File: src/rtl/led_disp_pkg.sv
// Shared types and constants for the multiplexed LED display path:
// segment type, scan FSM states and the HELLO glyph codes.
package led_disp_pkg;

  typedef logic [7:0] seg_t;

  typedef enum logic [1:0] {
    IDLE  = 2'd0,
    BLANK = 2'd1,
    SHOW  = 2'd2
  } state_t;

  localparam seg_t GLYPH_H = 8'h76;
  localparam seg_t GLYPH_E = 8'h79;
  localparam seg_t GLYPH_L = 8'h38;
  localparam seg_t GLYPH_O = 8'h3F;

endpackage

File: src/rtl/led_scan_timer.sv
// Loadable down-counter with a zero flag; times both the blank and dwell slots.
// Holds at zero until reloaded.
module led_scan_timer #(
  parameter int W = 4
) (
  input  logic         clk,
  input  logic         rst,
  input  logic         load,
  input  logic [W-1:0] load_val,
  input  logic         dec,
  output logic [W-1:0] count,
  output logic         zero
);

  logic [W-1:0] count_reg;

  always_ff @(posedge clk or posedge rst) begin
    if (rst) begin
      count_reg <= '0;
    end else if (load) begin
      count_reg <= load_val;
    end else if (dec && (count_reg != '0)) begin
      count_reg <= count_reg - 1'b1;
    end
  end

  assign count = count_reg;
  assign zero  = (count_reg == '0);

endmodule

File: src/rtl/led_scan_sched.sv
// Scan scheduler for a multiplexed LED display: double-buffered frame intake over
// valid/ready, blank/show slot sequencing per digit and a frame-start pulse.
module led_scan_sched
  import led_disp_pkg::*;
#(
  parameter int pNO_LED = 8,
  parameter int pDWELL  = 1000,
  parameter int pBLANK  = 4
) (
  input  logic                     clk,
  input  logic                     rst,
  input  logic                     en,
  input  logic                     frame_valid,
  output logic                     frame_ready,
  input  seg_t [pNO_LED-1:0]       frame_data,
  output seg_t                     seg_o,
  output logic [pNO_LED-1:0]       dig_sel_o,
  output logic                     frame_done_o
);

  localparam int TMAX = (pDWELL > pBLANK) ? pDWELL : pBLANK;
  localparam int TW   = $clog2(TMAX + 1);
  localparam int IW   = $clog2(pNO_LED);

  localparam logic [TW-1:0] BLANK_LOAD = TW'(pBLANK - 1);
  localparam logic [TW-1:0] DWELL_LOAD = TW'(pDWELL - 1);
  localparam logic [IW-1:0] LAST_IDX   = IW'(pNO_LED - 1);

  state_t               state_reg, state_next;
  logic [IW-1:0]        idx_reg, idx_next;
  seg_t [pNO_LED-1:0]   pending_reg, active_reg, active_next;
  logic                 pending_full_reg;
  logic                 accept, promote;

  logic                 timer_load, timer_dec, timer_zero;
  logic [TW-1:0]        timer_val, timer_count;

  seg_t                 seg_reg, seg_next;
  logic [pNO_LED-1:0]   dig_sel_reg, dig_sel_next, idx_onehot;
  logic                 frame_done_reg, frame_done_next;

  led_scan_timer #(.W(TW)) u_timer (
    .clk      (clk),
    .rst      (rst),
    .load     (timer_load),
    .load_val (timer_val),
    .dec      (timer_dec),
    .count    (timer_count),
    .zero     (timer_zero)
  );

  // Accept needs an empty pending buffer, so accept and promote never coincide.
  assign accept      = frame_valid && !pending_full_reg;
  assign frame_ready = !pending_full_reg;

  // Swap only at a frame boundary: while parked, or in the first blank slot of digit 0.
  assign promote = pending_full_reg &&
                   ((state_reg == IDLE) ||
                    ((state_reg == BLANK) && (idx_reg == '0) && (timer_count == BLANK_LOAD)));

  assign active_next = promote ? pending_reg : active_reg;

  always_ff @(posedge clk or posedge rst) begin
    if (rst) begin
      pending_reg      <= '0;
      active_reg       <= '0;
      pending_full_reg <= 1'b0;
    end else begin
      active_reg <= active_next;
      if (accept) begin
        pending_reg      <= frame_data;
        pending_full_reg <= 1'b1;
      end else if (promote) begin
        pending_full_reg <= 1'b0;
      end
    end
  end

  always_comb begin
    state_next = state_reg;
    idx_next   = idx_reg;
    timer_load = 1'b0;
    timer_val  = '0;
    timer_dec  = 1'b0;
    if (!en) begin
      state_next = IDLE;
      idx_next   = '0;
      timer_load = 1'b1;
    end else begin
      case (state_reg)
        IDLE: begin
          state_next = BLANK;
          idx_next   = '0;
          timer_load = 1'b1;
          timer_val  = BLANK_LOAD;
        end
        BLANK: begin
          if (timer_zero) begin
            state_next = SHOW;
            timer_load = 1'b1;
            timer_val  = DWELL_LOAD;
          end else begin
            timer_dec = 1'b1;
          end
        end
        SHOW: begin
          if (timer_zero) begin
            state_next = BLANK;
            timer_load = 1'b1;
            timer_val  = BLANK_LOAD;
            idx_next   = (idx_reg == LAST_IDX) ? '0 : idx_reg + 1'b1;
          end else begin
            timer_dec = 1'b1;
          end
        end
        default: begin
          state_next = IDLE;
          idx_next   = '0;
        end
      endcase
    end
  end

  for (genvar gi = 0; gi < pNO_LED; gi++) begin : g_onehot
    assign idx_onehot[gi] = (idx_next == IW'(gi));
  end

  // Segments and digit select are registered from the same next-state so they flip together.
  always_comb begin
    seg_next     = '0;
    dig_sel_next = '0;
    if (state_next == SHOW) begin
      seg_next     = active_next[idx_next];
      dig_sel_next = idx_onehot;
    end
    frame_done_next = en && (state_reg == SHOW) && timer_zero && (idx_reg == LAST_IDX);
  end

  always_ff @(posedge clk or posedge rst) begin
    if (rst) begin
      state_reg      <= IDLE;
      idx_reg        <= '0;
      seg_reg        <= '0;
      dig_sel_reg    <= '0;
      frame_done_reg <= 1'b0;
    end else begin
      state_reg      <= state_next;
      idx_reg        <= idx_next;
      seg_reg        <= seg_next;
      dig_sel_reg    <= dig_sel_next;
      frame_done_reg <= frame_done_next;
    end
  end

  assign seg_o        = seg_reg;
  assign dig_sel_o    = dig_sel_reg;
  assign frame_done_o = frame_done_reg;

endmodule

File: config.mk
export PLATFORM = sky130hd
export DESIGN_NAME = led_scan_sched
export DESIGN_NICKNAME = d
export VERILOG_FILES = /design/src/rtl/led_disp_pkg.sv /design/src/rtl/led_scan_timer.sv /design/src/rtl/led_scan_sched.sv
export SDC_FILE = /design/constraint.sdc
export NUM_CORES = 1
export LEC_CHECK = 0
export ABC_CLOCK_PERIOD_IN_PS = 7000
export BUFFER_PORTS_ARGS = -buffer_cell sky130_fd_sc_hd__buf_2
export CAP_MARGIN = 25
export CORE_MARGIN = 3
export CORE_UTILIZATION = 53
export DETAILED_ROUTE_END_ITERATION = 8
export PLACE_DENSITY = 0.72
export SYNTH_ARGS = -nofsm -noshare
export SYNTH_HDL_FRONTEND = slang
export SYNTH_SLANG_ARGS = --single-unit
File: constraint.sdc
create_clock -name clk -period 7 [get_ports clk]
set_input_delay 0.35 -clock clk [delete_from_list [all_inputs] [get_ports clk]]
set_output_delay 0.35 -clock clk [all_outputs]
set_load 0.02 [all_outputs]
==> reports/results.txt <==
The run finished with clean final reports. For this design the static power due to leakage is 3.956 nW. Final setup violation count: 0. Startpoint kind of the worst setup timing path: a register. The initial utilization of the core area, before any placement, comes to 54.44%. The via count normalized by instance count is 5.775. The slowest stage of the critical path belongs to the cell sky130_fd_sc_hd__and2_1. Port buffering added 85 buffers.

The run gives 31.67% as the global routing usage on met1. The maximum clock rate came out at 245.4 MHz. The die covers 15150 µm². In this run, the number of DRC markers left after iteration 0 of detailed routing was 475. The tools report the clock tree skew after final layout as 0.008979 ns. Summed over its instances, the top area cell type makes up 55.44% of the synthesized netlist area. The most repeated cell in the gate-level netlist after synthesis was sky130_fd_sc_hd__dfrtp_1. Horizontal extent of the die: 123.1 µm. After synthesis, flip-flops and latches occupy 55.44% of the total area. The maximum level of the CTS H-tree is 4.

The overall via count from detail_route was 5076; the post-cts hold buffer count was 0. The critical path in this run is classified as register to register. Compared with the post-synthesis result, the final layout area differs by 15.98%.

The number of antenna repair diodes was 0; the met2 track demand over resource was 38.20%. The cell chosen for the clock root is sky130_fd_sc_hd__clkbuf_16. Along the worst path, the maximum fanout reaches 20.

The net count of the finished layout is 768. Final max-slew violation count: 0. By area the synthesized netlist is led by sky130_fd_sc_hd__dfrtp_1, sky130_fd_sc_hd__mux2_2, sky130_fd_sc_hd__mux2i_1.

The total global routing track utilization was 23.52%. Post-CTS timing repair inserted 0 buffers for setup. The logs give 7.30 ns for the data required time of the worst path and 2.93 ns for the minimum setup slack among reg-to-reg paths.

The largest total area in the synthesized netlist belongs to sky130_fd_sc_hd__dfrtp_1. Once placement finished, the instance area stood at 7781 µm². Counting along the longest clock path gives a buffer depth of 2. The synthesized design contains 161 register bits. The transition at the pin with the smallest max-transition slack came out at 0.9596 ns. In this run, distinct cell masters in the synthesized netlist total 65. The run gives 689 as the net count after synthesis.

The placer's final routability congestion estimate came out at 0.8565. Number of max-cap violations: 0. 86 I/O pins were placed. Counting every instance in the synthesized netlist gives 611. After synthesis, the most frequently instantiated cells are sky130_fd_sc_hd__dfrtp_1, sky130_fd_sc_hd__mux2_2, sky130_fd_sc_hd__nand2_1. Clock-pin slew was measured on the worst setup and hold paths at 0.06 ns. After detailed routing, the average wire length per cell comes to 18.87 µm.

The kind of end point of the critical path is a register. The clock drives 161 sinks. The run gives 2.926 ns as the final worst setup slack.

Walking the worst path, the cells encountered are or4_1, o31ai_4, and2_1, mux2_2, or3_1, a31o_1, a221o_1. TritonCTS built the clock tree. For the worst setup path, the data arrival time is 4.38 ns.

At the placement stage, the worst setup path has a slack of 2.957 ns. Setup repair after global routing left no endpoint under its margin. The tools report the initial antenna violation count as 0. The Yosys step of the flow raised 0 warnings.

Number of global-route vias before repair: 5202. The peak supply drop was 296.1 µV; the mean instance size in the synthesized netlist was 11.89 µm². The routed design has 16.59 mm of wire.

The first global-routing pass estimated 27.18 mm of wire. The tools report the met3 track demand over resource as 4.666%. At the later pin of the worst-skew pair, clock insertion delay measures 0.43 ns. The total area inside the core boundary comes to 13350 µm². Entering global routing, the biggest net connects 86 pins. The number of instances in the placed design was 846. Global routing finished with a remaining overflow of 0. Once detailed placement completed, the half-perimeter wirelength came to 11.77 mm.

Once the clock tree was built, the resizer swapped 0 gates to a different size. The first detailed-routing pass ran for 5 iterations. The finished cells cover 8428 µm². The worst path needs 4.074 ns of the cycle, external delays included. Adding up every negative setup slack in the final design gives 0 ns.

After layout, the worst path uses 58.21% of the clock period. The logs give 0 for the post-route DRC violation count and 42 for the cell row count. The path class of the lowest-slack min-delay path is primary input to asynchronous set/reset pin. The number of flops mapped to enable cells by yosys was 0. Number of buffers created by CTS: 17.

The power per cell area was 500.5 nW/µm²; the number of nets with antenna violations after routing was 0. Among all flip-flop cells after synthesis, the most frequent one is sky130_fd_sc_hd__dfrtp_1. From bottom edge to top edge, the die measures 123.1 µm.

Excluding fillers, the count of instances in the completed layout stands at 879. Cells with a size suffix above 1 make up 31.44% of the layout. The async set-or-reset flop fraction in the synthesized netlist was 100.0%; the tightest slew margin relative to the limit was 36.03%. The mapped netlist covers 7267 µm². The most heavily used metal layer in global routing was met2. The maximum single-stage delay on the critical path came out at 0.81 ns. The tools report the hold violation count in the final report as 0.
[placed cells by master (no fill, tap or decap), drive strengths merged, types with 4 or more instances in the layout]
cell type and count:
a21boi 6, mux2 83, nor4 4, buf 93, and2 9, or3 4
a221oi 8, a22oi 4, nand2 61, a2111oi 6, dfrtp 161, clkbuf 17
ha 10, a21oi 11, nor2b 5, nor2 30, inv 41, a211oi 4
o21ai 18, o21a 6, a21o 8, nand3 13, nor3 7, a22o 4
mux2i 25, a31oi 9, or4 4
[through the flow]
| stage | util (%) | hold WS [ns] | power, mW |
|---|---|---|---|
| floorplan | - | 0.4345 | 2.874 |
| global placement | 58.30 | 0.4521 | 3.166 |
| detailed placement | 58.30 | 0.4550 | 3.243 |
| CTS | 62.99 | 0.08177 | 4.226 |
| global route | 63.14 | 0.1287 | 4.509 |
| finish | 63.14 | 0.06561 | 4.219 |
[logic make-up (layout without fill, tap and decap cells)]
logic type | count (synthesis) | count (layout) | synth area share, %
flip-flops | 161 | 161 | 55.44
XOR/XNOR | 1 | 1 | 0.1205
multiplexers | 108 | 108 | 16.41
AND/OR/NAND/NOR | 150 | 150 | 9.952
buffers and inverters | 68 | 160 | 4.511
adder cells (fa/ha/maj) | 10 | 10 | 1.722
AO/OA/AOI/OAI | 113 | 113 | 11.85
[layer usage]
metal  part of all wire [%]  vias up
met4                    2.0        0
met2                     50      149
met3                    4.4       30
met1                     44     2555
met5                      0        -
li1                       -     2342
[area by class of cell]
cell class,count,area (µm²)
clock buffer,17,425.4
inverter,35,136.4
timing repair buffer,93,498.0
clock inverter,15,201.4
fill,1097,4920
multi-input combinational,382,2918
sequential,161,4029
tap,176,220.2
[worst max-delay path: cells and delay by family (launching register included)]
kind            cells  cell delay [ns]
compound gates      3             1.18
flops               1             0.45
mux                 1             0.43
simple gates        3             1.88
[report_power, final]
part           total [mW]  internal [mW]  switching [mW]
sequential           1.62           1.36           0.260
combinational        1.63          0.710           0.923
clock               0.966          0.572           0.394
total                4.22           2.64            1.58
[path summary, 6_finish.rpt]
check / start / depth (start not counted) / to
min: rst / 2 / u_timer.count[9]
max reg2reg: u_timer.count[3] / 7 / seg_o[0]
min reg2reg: active_reg[40] / 2 / active_reg[40]
max: u_timer.count[3] / 7 / seg_o[0]
max in group asynchronous: rst / 3 / pending_reg[43]
min in group clk: frame_data[52] / 2 / pending_reg[52]
No activity file was read; power rests on OpenSTA's default activity.
